File: src/rtl/mem_arb_pkg.sv
// Shared types and defaults for the unified-memory arbiter.
// Optional fetch buffer is enabled by defining MEM_ARB_IBUF_EN.
package mem_arb_pkg;

  localparam int unsigned DATA_W_DEF = 32;
  localparam int unsigned CNT_W_DEF  = 16;

  // Arbiter FSM states
  typedef enum logic [1:0] {
    ST_IDLE    = 2'd0,
    ST_IF_WAIT = 2'd1,
    ST_ME_WAIT = 2'd2,
    ST_RESP    = 2'd3
  } state_t;

  // Which requester owns the current transaction / RESP pulse
  typedef enum logic {
    OWN_IF = 1'b0,
    OWN_ME = 1'b1
  } owner_t;

endpackage : mem_arb_pkg

File: src/rtl/mem_arb_ibuf.sv
// One-entry fetch buffer (tag, data, valid) used by mem_arbiter when
// MEM_ARB_IBUF_EN is defined. Filled on completed IF reads, invalidated
// by an ME write to the buffered address.
module mem_arb_ibuf
  import mem_arb_pkg::*;
#(
  parameter int unsigned DATA_W = DATA_W_DEF
) (
  input  logic              clk,
  input  logic              rst,
  input  logic              i_fill,
  input  logic [DATA_W-1:0] i_fill_tag,
  input  logic [DATA_W-1:0] i_fill_data,
  input  logic              i_inv,
  input  logic [DATA_W-1:0] i_inv_addr,
  input  logic [DATA_W-1:0] i_lookup_addr,
  output logic              o_hit_c,
  output logic [DATA_W-1:0] o_data
);

  logic              r_valid;
  logic [DATA_W-1:0] r_tag;
  logic [DATA_W-1:0] r_data;

  // Entry update: fill wins, otherwise invalidate on a matching write
  always_ff @(posedge clk or negedge rst) begin
    if (!rst) begin
      r_valid <= 1'b0;
      r_tag   <= '0;
      r_data  <= '0;
    end else if (i_fill) begin
      r_valid <= 1'b1;
      r_tag   <= i_fill_tag;
      r_data  <= i_fill_data;
    end else if (i_inv && r_valid && (i_inv_addr == r_tag)) begin
      r_valid <= 1'b0;
    end
  end

  assign o_hit_c = r_valid && (r_tag == i_lookup_addr);
  assign o_data  = r_data;

endmodule : mem_arb_ibuf

File: src/rtl/mem_arbiter.sv
// Fixed-priority (ME over IF) arbiter in front of a single-port unified
// memory, with a saturating IF-stall counter.
// Define MEM_ARB_IBUF_EN to add a one-entry fetch buffer (mem_arb_ibuf).
module mem_arbiter
  import mem_arb_pkg::*;
#(
  parameter int unsigned DATA_W = DATA_W_DEF,
  parameter int unsigned CNT_W  = CNT_W_DEF
) (
  input  logic              clk,
  input  logic              rst,
  // fetch requester
  input  logic              if_req,
  input  logic [DATA_W-1:0] if_addr,
  output logic [DATA_W-1:0] if_rdata,
  output logic              if_ready,
  // memory-stage requester
  input  logic              me_req,
  input  logic              me_we,
  input  logic [DATA_W-1:0] me_addr,
  input  logic [DATA_W-1:0] me_wdata,
  output logic [DATA_W-1:0] me_rdata,
  output logic              me_ready,
  // unified memory
  output logic              mem_req,
  output logic              mem_we,
  output logic [DATA_W-1:0] mem_addr,
  output logic [DATA_W-1:0] mem_wdata,
  input  logic [DATA_W-1:0] mem_rdata,
  input  logic              mem_ack,
  // performance
  output logic [CNT_W-1:0]  stall_cnt
);

  state_t            r_state,     w_state_nxt;
  owner_t            r_owner,     w_owner_nxt;
  logic              r_mem_req,   w_mem_req_nxt;
  logic              r_mem_we,    w_mem_we_nxt;
  logic [DATA_W-1:0] r_mem_addr,  w_mem_addr_nxt;
  logic [DATA_W-1:0] r_mem_wdata, w_mem_wdata_nxt;
  logic              r_if_ready,  w_if_ready_nxt;
  logic              r_me_ready,  w_me_ready_nxt;
  logic [DATA_W-1:0] r_if_rdata,  w_if_rdata_nxt;
  logic [DATA_W-1:0] r_me_rdata,  w_me_rdata_nxt;
  logic [CNT_W-1:0]  r_stall_cnt, w_stall_cnt_nxt;

  logic              w_ibuf_hit;
  logic [DATA_W-1:0] w_ibuf_data;
  logic              w_stall_cycle;

`ifdef MEM_ARB_IBUF_EN
  logic w_ibuf_fill;
  logic w_ibuf_inv;

  // Fill on a completed IF read; invalidate when an ME write is granted
  assign w_ibuf_fill = (r_state == ST_IF_WAIT) && mem_ack;
  assign w_ibuf_inv  = (r_state == ST_IDLE) && me_req && me_we;

  mem_arb_ibuf #(
    .DATA_W (DATA_W)
  ) u_ibuf (
    .clk           (clk),
    .rst           (rst),
    .i_fill        (w_ibuf_fill),
    .i_fill_tag    (r_mem_addr),
    .i_fill_data   (mem_rdata),
    .i_inv         (w_ibuf_inv),
    .i_inv_addr    (me_addr),
    .i_lookup_addr (if_addr),
    .o_hit_c       (w_ibuf_hit),
    .o_data        (w_ibuf_data)
  );
`else
  assign w_ibuf_hit  = 1'b0;
  assign w_ibuf_data = '0;
`endif

  // IF is stalled while ME holds the memory, including ME's RESP cycle
  assign w_stall_cycle = if_req &&
                         ((r_state == ST_ME_WAIT) ||
                          ((r_state == ST_RESP) && (r_owner == OWN_ME)));

  // Next-state and next-output logic
  always_comb begin
    w_state_nxt     = r_state;
    w_owner_nxt     = r_owner;
    w_mem_req_nxt   = r_mem_req;
    w_mem_we_nxt    = r_mem_we;
    w_mem_addr_nxt  = r_mem_addr;
    w_mem_wdata_nxt = r_mem_wdata;
    w_if_ready_nxt  = 1'b0;
    w_me_ready_nxt  = 1'b0;
    w_if_rdata_nxt  = r_if_rdata;
    w_me_rdata_nxt  = r_me_rdata;
    w_stall_cnt_nxt = r_stall_cnt;

    case (r_state)
      ST_IDLE: begin
        if (me_req) begin
          w_state_nxt     = ST_ME_WAIT;
          w_owner_nxt     = OWN_ME;
          w_mem_req_nxt   = 1'b1;
          w_mem_we_nxt    = me_we;
          w_mem_addr_nxt  = me_addr;
          w_mem_wdata_nxt = me_wdata;
        end else if (if_req && w_ibuf_hit) begin
          w_state_nxt    = ST_RESP;
          w_owner_nxt    = OWN_IF;
          w_if_ready_nxt = 1'b1;
          w_if_rdata_nxt = w_ibuf_data;
        end else if (if_req) begin
          w_state_nxt     = ST_IF_WAIT;
          w_owner_nxt     = OWN_IF;
          w_mem_req_nxt   = 1'b1;
          w_mem_we_nxt    = 1'b0;
          w_mem_addr_nxt  = if_addr;
          w_mem_wdata_nxt = '0;
        end
      end
      ST_IF_WAIT: begin
        if (mem_ack) begin
          w_state_nxt    = ST_RESP;
          w_mem_req_nxt  = 1'b0;
          w_if_ready_nxt = 1'b1;
          w_if_rdata_nxt = mem_rdata;
        end
      end
      ST_ME_WAIT: begin
        if (mem_ack) begin
          w_state_nxt    = ST_RESP;
          w_mem_req_nxt  = 1'b0;
          w_me_ready_nxt = 1'b1;
          w_me_rdata_nxt = mem_rdata;
        end
      end
      ST_RESP: begin
        w_state_nxt = ST_IDLE;
      end
      default: begin
        w_state_nxt   = ST_IDLE;
        w_mem_req_nxt = 1'b0;
      end
    endcase

    if (w_stall_cycle && (r_stall_cnt != {CNT_W{1'b1}})) begin
      w_stall_cnt_nxt = r_stall_cnt + CNT_W'(1);
    end
  end

  // State and registered outputs
  always_ff @(posedge clk or negedge rst) begin
    if (!rst) begin
      r_state     <= ST_IDLE;
      r_owner     <= OWN_IF;
      r_mem_req   <= 1'b0;
      r_mem_we    <= 1'b0;
      r_mem_addr  <= '0;
      r_mem_wdata <= '0;
      r_if_ready  <= 1'b0;
      r_me_ready  <= 1'b0;
      r_if_rdata  <= '0;
      r_me_rdata  <= '0;
      r_stall_cnt <= '0;
    end else begin
      r_state     <= w_state_nxt;
      r_owner     <= w_owner_nxt;
      r_mem_req   <= w_mem_req_nxt;
      r_mem_we    <= w_mem_we_nxt;
      r_mem_addr  <= w_mem_addr_nxt;
      r_mem_wdata <= w_mem_wdata_nxt;
      r_if_ready  <= w_if_ready_nxt;
      r_me_ready  <= w_me_ready_nxt;
      r_if_rdata  <= w_if_rdata_nxt;
      r_me_rdata  <= w_me_rdata_nxt;
      r_stall_cnt <= w_stall_cnt_nxt;
    end
  end

  assign mem_req   = r_mem_req;
  assign mem_we    = r_mem_we;
  assign mem_addr  = r_mem_addr;
  assign mem_wdata = r_mem_wdata;
  assign if_ready  = r_if_ready;
  assign me_ready  = r_me_ready;
  assign if_rdata  = r_if_rdata;
  assign me_rdata  = r_me_rdata;
  assign stall_cnt = r_stall_cnt;

endmodule : mem_arbiter
File: config.mk
export PLATFORM = sky130hd
export DESIGN_NAME = mem_arbiter
export DESIGN_NICKNAME = d
export VERILOG_FILES = /design/src/rtl/mem_arb_pkg.sv /design/src/rtl/mem_arb_ibuf.sv /design/src/rtl/mem_arbiter.sv
export SDC_FILE = /design/constraint.sdc
export NUM_CORES = 1
export LEC_CHECK = 0
export ABC_AREA = 1
export BUFFER_PORTS_ARGS = -buffer_cell sky130_fd_sc_hd__buf_2
export CAP_MARGIN = 30
export CELL_PAD_IN_SITES_DETAIL_PLACEMENT = 1
export CELL_PAD_IN_SITES_GLOBAL_PLACEMENT = 1
export CORE_MARGIN = 2
export CORE_UTILIZATION = 37
export CTS_CLUSTER_DIAMETER = 30
export DETAILED_ROUTE_END_ITERATION = 8
export GPL_ROUTABILITY_DRIVEN = 0
export PLACE_DENSITY_LB_ADDON = 0.1
export SETUP_SLACK_MARGIN = 0.5
export SLEW_MARGIN = 20
export SYNTH_ARGS = -nofsm -noshare
export SYNTH_HDL_FRONTEND = slang
export SYNTH_HIERARCHICAL = 1
export SYNTH_SLANG_ARGS = --single-unit
File: constraint.sdc
create_clock -name clk -period 3.45 [get_ports clk]
set_input_delay 0.5175 -clock clk [delete_from_list [all_inputs] [get_ports clk]]
set_output_delay 0.5175 -clock clk [all_outputs]
set_load 0.02 [all_outputs]
==> results of run 1 <==
==> worst max-delay path: cells and delay by family (launching register included) <==
| family | cells | cell delay (ns) |
|---|---|---|
| buf+inv | 1 | 0.06 |
| compound gates | 1 | 0.14 |
| fa+ha+maj | 1 | 0.29 |
| flops | 1 | 0.45 |
| simple gates | 4 | 0.59 |
==> synthesized netlist by cell type (all sizes together) <==
library cell	number
a2bb2oi	1
a31oi	33
buf	16
clkbuf	23
dfrtp	151
ha	6
inv	54
nand2	266
nand3	9
nand4	6
nor2	53
o21ai	111
o21bai	1
xnor2	5
xor2	1
==> sequential cells by signal, indices dropped and copies added, names as in the netlist <==
register / flops
mem_wdata: 32
me_ready: 1
mem_req: 1
stall_cnt: 16
r_state: 2
if_ready: 1
mem_we: 1
if_rdata: 32
r_owner: 1
me_rdata: 32
mem_addr: 32
==> power breakdown <==
group | total [W] | internal, W | switching (W)
clock network | 0.00210 | 0.00130 | 0.000797
registers | 0.00305 | 0.00258 | 0.000471
logic | 0.00344 | 0.00113 | 0.00231
==> stage by stage <==
stage | area [sq um] | worst slack [ns]
after detailed placement | 8040 | 1.26
after CTS | 8700 | 1.54
final | 8720 | 1.76
after floorplan | 6440 | 1.89
after global placement | 8000 | 1.33
after global routing | 8720 | 1.56
==> cell type report <==
class / count / area (sq um)
Clock buffer: 17 / 425
Clock inverter: 15 / 238
Fill cell: 2137 / 8460
Inverter: 54 / 203
Multi-Input combinational cell: 492 / 2270
Sequential cell: 151 / 3780
Tap cell: 225 / 282
Timing Repair Buffer: 289 / 1520
==> metal layers <==
layer	part of all wire	routed length [microns]	vias up
met5	0.00069	13	-
met4	0.012	220	2
met3	0.075	1410	21
met2	0.49	9310	167
met1	0.42	7970	2775
li1	-	-	2898
==> worst min path at each step <==
stage | end | cells after the start
after floorplan | if_rdata[0]$_DFFE_PN0P_ | 0
after global placement | if_rdata[17]$_DFFE_PN0P_ | 2
after detailed placement | me_rdata[27]$_DFFE_PN0P_ | 2
after CTS | stall_cnt[9]$_DFFE_PN0P_ | 1
after global routing | stall_cnt[9]$_DFFE_PN0P_ | 1
final | stall_cnt[9]$_DFFE_PN0P_ | 1
==> cells by family (layout without fill, tap and decap cells) <==
| group | Yosys count | count (layout) | share of synthesized area |
|---|---|---|---|
| AO/OA/AOI/OAI | 146 | 146 | 0.126 |
| XOR/XNOR | 6 | 6 | 0.00816 |
| adder cells (fa/ha/maj) | 6 | 6 | 0.0117 |
| buffers and inverters | 93 | 375 | 0.0612 |
| flip-flops | 151 | 151 | 0.587 |
| AND/OR/NAND/NOR | 334 | 334 | 0.207 |
==> metrics.txt, run 1 <==
final cell count without fillers=approximately 1200; Power Total=about 0.0086 W; Site Rows=48; maximum root-to-sink buffer count=2; # setup viols final=0; die extent in x=136 microns; core box area=about 17000 sq um; Die ar.=~18000 sq um; Detailed Routing Iterations Pass 1=4; GRT busiest layer=met2; reg2reg setup slack=about 1.8 ns; RSZ-0062 raised after global routing=false; Synthesized Nets=a little under 900; Tcrit/Tclk final=0.490; number of remaining DRC errors=0; Pwr per Cell Area=985 nW/um^2; CP cell instances=ha_1 > nand3_2 > inv_2 > nand2_4 > nor2_4 > nor2_4 > o21ai_0; Gate Count Post-Synth=about 740; area share of the largest cell type after synthesis=0.587; Hold-fix buffers, CTS=0; DIE HEIGHT=between 100 and 150 microns; I/O pins=roughly 280; grt total ovfl=0; met1 Usage GRT=0.254; met2 usage=0.350; grt met3 use=0.0690; # port buffers=between 200 and 300; fmax=591 MHz; critical path's slowest cell=dfrtp_1; Final nets=roughly 1100; CP endpoint=stall_cnt[3]$_DFFE_PN0P_; Detailed Route WL=roughly 19000 microns; Setup TNS Final=0 ns; worst hold path class=input port to async pin; Core Util, Final=0.508; Skew-Pair Late Insertion Delay=around 0.42 ns; antenna violations before repair=1; Tot GR Track Use=0.207; Top cell by count, worst path=nor2_4; average wire per standard cell=approximately 15 microns; critical path peak fanout=16; CTS tree=done; Clock transition at path regs=approximately 0.06 ns; Worst setup EP type=flip-flop; Crit Path Category=flip-flop to flip-flop; commonest non-fill, non-tap cells in the layout=280 x buf_2, 260 x nand2_1, 151 x dfrtp_1; status=finished clean; crit start category=flip-flop; Crit path arrival time=between 1.5 and 2 ns; Slew headroom=0.523; antenna-violating nets left=0; warnings from Yosys=6; worst endpoint required time=3.73 ns; min cycle time layout=1.69 ns; total CTS buffers=17; Reg2Reg Launch Point=stall_cnt[0]$_DFFE_PN0P_; final hold violations=0; Clock Sinks=between 150 and 200; R2R depth=7; ANT cells=0; number of max-cap violations=0; hold slack=between 0.1 and 0.15 ns; DR vias/cell=4.72; largest net degree at the start of global routing=76; CTS resizes=0; post-synthesis sequential area ratio=0.587; clk_skew=approximately 0.0092 ns; via count=5863; CTS root buf=clkbuf_16; HPWL after detailed placement=13500 microns; CP Launch Point=stall_cnt[0]$_DFFE_PN0P_; Pins Over Slew Limit=0; Worst Tran Pin Value=between 0.7 and 0.8 ns; dominant cell type by area after synthesis=dfrtp_1; FF+latch count, synth=approximately 150; worst flop-to-flop path endpoint=stall_cnt[3]$_DFFE_PN0P_; vias in the first global route=a little under 6000; fraction of layout instances using a drive strength above 1=0.337; Distinct cells, synth=26; number of H-tree levels=4; Area contributors post-synth=dfrtp_1 59%, nand2_1 15%, o21ai_0 7.9%; leak pwr=~4.6 nW; DR iter-0 viols=just under 200; first-pass GRT wire length=between 30000 and 40000 microns; maximum vdd ir drop=roughly 0.41 mV; CP max stage delay=approximately 0.45 ns; P&R area growth vs syn=35.4%; # Post-CTS Setup Buffers=0; Starting Density=0.375; most common cell after layout, fill and taps aside=buf_2; DP Cell Count=about 1200; Mean Syn Cell Area=~9 sq um; Netlist Area Pre-Place=about 6400 sq um
No activity file was read; power rests on OpenSTA's default activity.
==> inputs of run 2 (changes only) <==
--- a/config.mk
+++ b/config.mk
@@ -11,7 +11,7 @@
 export CELL_PAD_IN_SITES_DETAIL_PLACEMENT = 1
 export CELL_PAD_IN_SITES_GLOBAL_PLACEMENT = 1
 export CORE_MARGIN = 2
-export CORE_UTILIZATION = 37
+export CORE_UTILIZATION = 31
 export CTS_CLUSTER_DIAMETER = 30
 export DETAILED_ROUTE_END_ITERATION = 8
 export GPL_ROUTABILITY_DRIVEN = 0
==> constraint.sdc (replaced) <==
create_clock -name clk -period 1.5 [get_ports clk]
set_input_delay 0.225 -clock clk [delete_from_list [all_inputs] [get_ports clk]]
set_output_delay 0.225 -clock clk [all_outputs]
set_load 0.02 [all_outputs]
==> run 2 against run 1 <==
Effect of this change:
- flip-flop and latch count stayed put
- core utilization increased by 7.0 points
- final area up 34%
- non-clock buffer count is 125 higher
- hold slack worse by 0.077 ns
- total power grew to 3.1 times the previous value
- cell count increased by 14%
- combinational power rose to 4.2 times the previous value
- highest routed layer is now met4
- maximum frequency rose by 17%
- critical path type unchanged
- register-to-register slack got worse by 1.7 ns
- die area rose by 19%
==> metrics.txt, run 2 (synthesis gave the netlist of run 1 again) <==
most common cell after layout, fill and taps aside=nand2_1; CP max stage delay=0.39 ns (-0.06 ns); crit path buf inv count=1 (unchanged); min cycle time layout=1.45 ns (-0.244 ns); I/O pins=282 (unchanged); R2R depth=8 (+1); Detailed Routing Iterations Pass 1=4 (unchanged); Worst setup EP type=flip-flop; reg2reg setup slack=0.05 ns (-1.71 ns); final hold violations=0 (unchanged); vias in the first global route=6370 (+7.1%); Pwr per Cell Area=2260 nW/um^2 (+130%); # setup viols final=0 (unchanged); Worst Min Path Start=if_addr[13]; DR iter-0 viols=204 (+4.6%); grt total ovfl=0 (unchanged); Core Util, Final=0.578 (+0.0699); commonest non-fill, non-tap cells in the layout=190 x nand2_1, 187 x buf_2, 138 x dfrtp_1; Tot GR Track Use=0.190 (-0.0168); antenna-violating nets left=0 (unchanged); largest net degree at the start of global routing=67 (-12%); via count=6691 (+14%); hold slack=0.0430 ns (-0.0773 ns); HPWL after detailed placement=14300 microns (+5.7%); worst endpoint required time=1.81 ns (-1.92 ns); Clock transition at path regs=0.07 ns (about the same); Crit path arrival time=1.76 ns (-0.22 ns); worst flop-to-flop path endpoint=stall_cnt[10]$_DFFE_PN0P_; maximum root-to-sink buffer count=2 (unchanged); crit start category=flip-flop; maximum vdd ir drop=0.873 mV (+110%); CTS root buf=clkbuf_16; average wire per standard cell=18.6 microns (+22%); Crit Path Category=flip-flop to flip-flop; number of remaining DRC errors=0 (unchanged); Worst Tran Pin Value=0.467 ns (-0.248 ns); fmax=690 MHz (+17%); CP cell instances=nand2_1 > nor2_2 > nand2_4 > nor2_4 > nor2_4 > buf_12 > nand2_1 > o21ai_2; cell family contributing the most delay on the critical path=simple AND/OR/NAND/NOR gates; Hold Path End=mem_addr[13]$_DFFE_PN0P_; clk_skew=0.0109 ns (+0.00166 ns); # port buffers=281 (unchanged); Slew headroom=0.689 (+0.166); final cell count without fillers=1417 (+14%); P&R area growth vs syn=82.1%; DP Cell Count=1272 (+5.1%); hold path cells=3; worst hold path class=input port to flip-flop; Pins Over Slew Limit=0 (unchanged); number of max-cap violations=0 (unchanged); critical path peak fanout=11 (-5); DIE HEIGHT=148 microns (+9.0%); Final nets=1273 (+11%); number of H-tree levels=4 (unchanged); Tcrit/Tclk final=0.966 (+0.475); fraction of layout instances using a drive strength above 1=0.558 (+0.221); RSZ-0062 raised after global routing=true; leak pwr=5.78 nW (+25%); die extent in x=148 microns (+9.0%); Reg2Reg Launch Point=stall_cnt[14]$_DFFE_PN0P_; status=finished clean; worst setup slack after layout=0.0517 ns (-1.71 ns); DR vias/cell=4.72 (+0.11%); CTS tree=done; Starting Density=0.317 (-0.0577); first-pass GRT wire length=33100 microns (+10%); pre-CTS setup slack=-0.0772 ns (-1.34 ns); antenna violations before repair=2 (+1); Skew-Pair Late Insertion Delay=0.43 ns (about the same); Clock Sinks=151 (unchanged); core box area=20300 sq um (+18%); total CTS buffers=17 (unchanged); Detailed Route WL=26300 microns (+39%); critical path's slowest cell=dfrtp_2; Die ar.=21900 sq um (+19%); Site Rows=52 (+8.3%)
-- run 2: worst max-delay path by stage --
stage	startpoint	slack [ns]	endpoint	depth (start not counted)
after floorplan	stall_cnt[0]$_DFFE_PN0P_	0.15	stall_cnt[11]$_DFFE_PN0P_	8
after global placement	r_state[0]$_DFFE_PN0P_	-0.02	stall_cnt[3]$_DFFE_PN0P_	7
after detailed placement	r_state[0]$_DFFE_PN0P_	-0.08	stall_cnt[9]$_DFFE_PN0P_	8
after CTS	stall_cnt[1]$_DFFE_PN0P_	0.12	stall_cnt[9]$_DFFE_PN0P_	9
after global routing	stall_cnt[14]$_DFFE_PN0P_	-0.03	stall_cnt[9]$_DFFE_PN0P_	8
final	stall_cnt[14]$_DFFE_PN0P_	0.05	stall_cnt[10]$_DFFE_PN0P_	8
-- run 2: metal layers --
| metal | GRT usage | up-vias | wire length [microns] |
|---|---|---|---|
| met5 | 0 | - | 0 |
| met2 | 0.327 | 216 | 13800 |
| li1 | - | 3169 | - |
| met1 | 0.229 | 3263 | 10200 |
| met3 | 0.0656 | 43 | 1740 |
| met4 | 0.0495 | 0 | 612 |
-- run 2: layout make-up --
class / count / area, sq um
Multi-Input combinational cell: 495 / 3240
Clock buffer: 17 / 425
Inverter: 54 / 220
Timing Repair Buffer: 414 / 3550
Antenna cell: 1 / 2.50
Tap cell: 270 / 338
Fill cell: 2255 / 8580
Sequential cell: 151 / 3790
Clock inverter: 15 / 156
-- run 2: power breakdown --
group	internal (W)	leakage (nW)	switching (W)	total, W
logic	0.00706	3.63	0.00751	0.0146
clock network	0.00236	0.283	0.00198	0.00434
registers	0.00596	1.86	0.00157	0.00753
-- run 2: worst register-to-register path: cells and delay by family, from the launching register on --
family,cells,cell delay (ns)
AND/OR/NAND/NOR,6,0.76
flip-flops,1,0.39
buffers and inverters,1,0.14
AO/OA/AOI/OAI,1,0.06
-- run 2: timing repair --
item,4_1_cts,5_1_grt
hold buffers,1,0
endpoints found under the hold margin,65,0
buffers inserted,23,63
cloned,4,21
endpoints found under the setup margin,299,299
resized for setup,78,410
pin swaps,11,8
-- run 2: per-stage QoR --
step	cell area [sq um]	TNS (ns)	power, W
finish	11700	0	0.0264
global route	11700	-0.122	0.0279
CTS	9490	0	0.0210
detailed placement	8340	-0.526	0.0155
global placement	8340	-0.0832	0.0153
floorplan	6630	0	0.0124
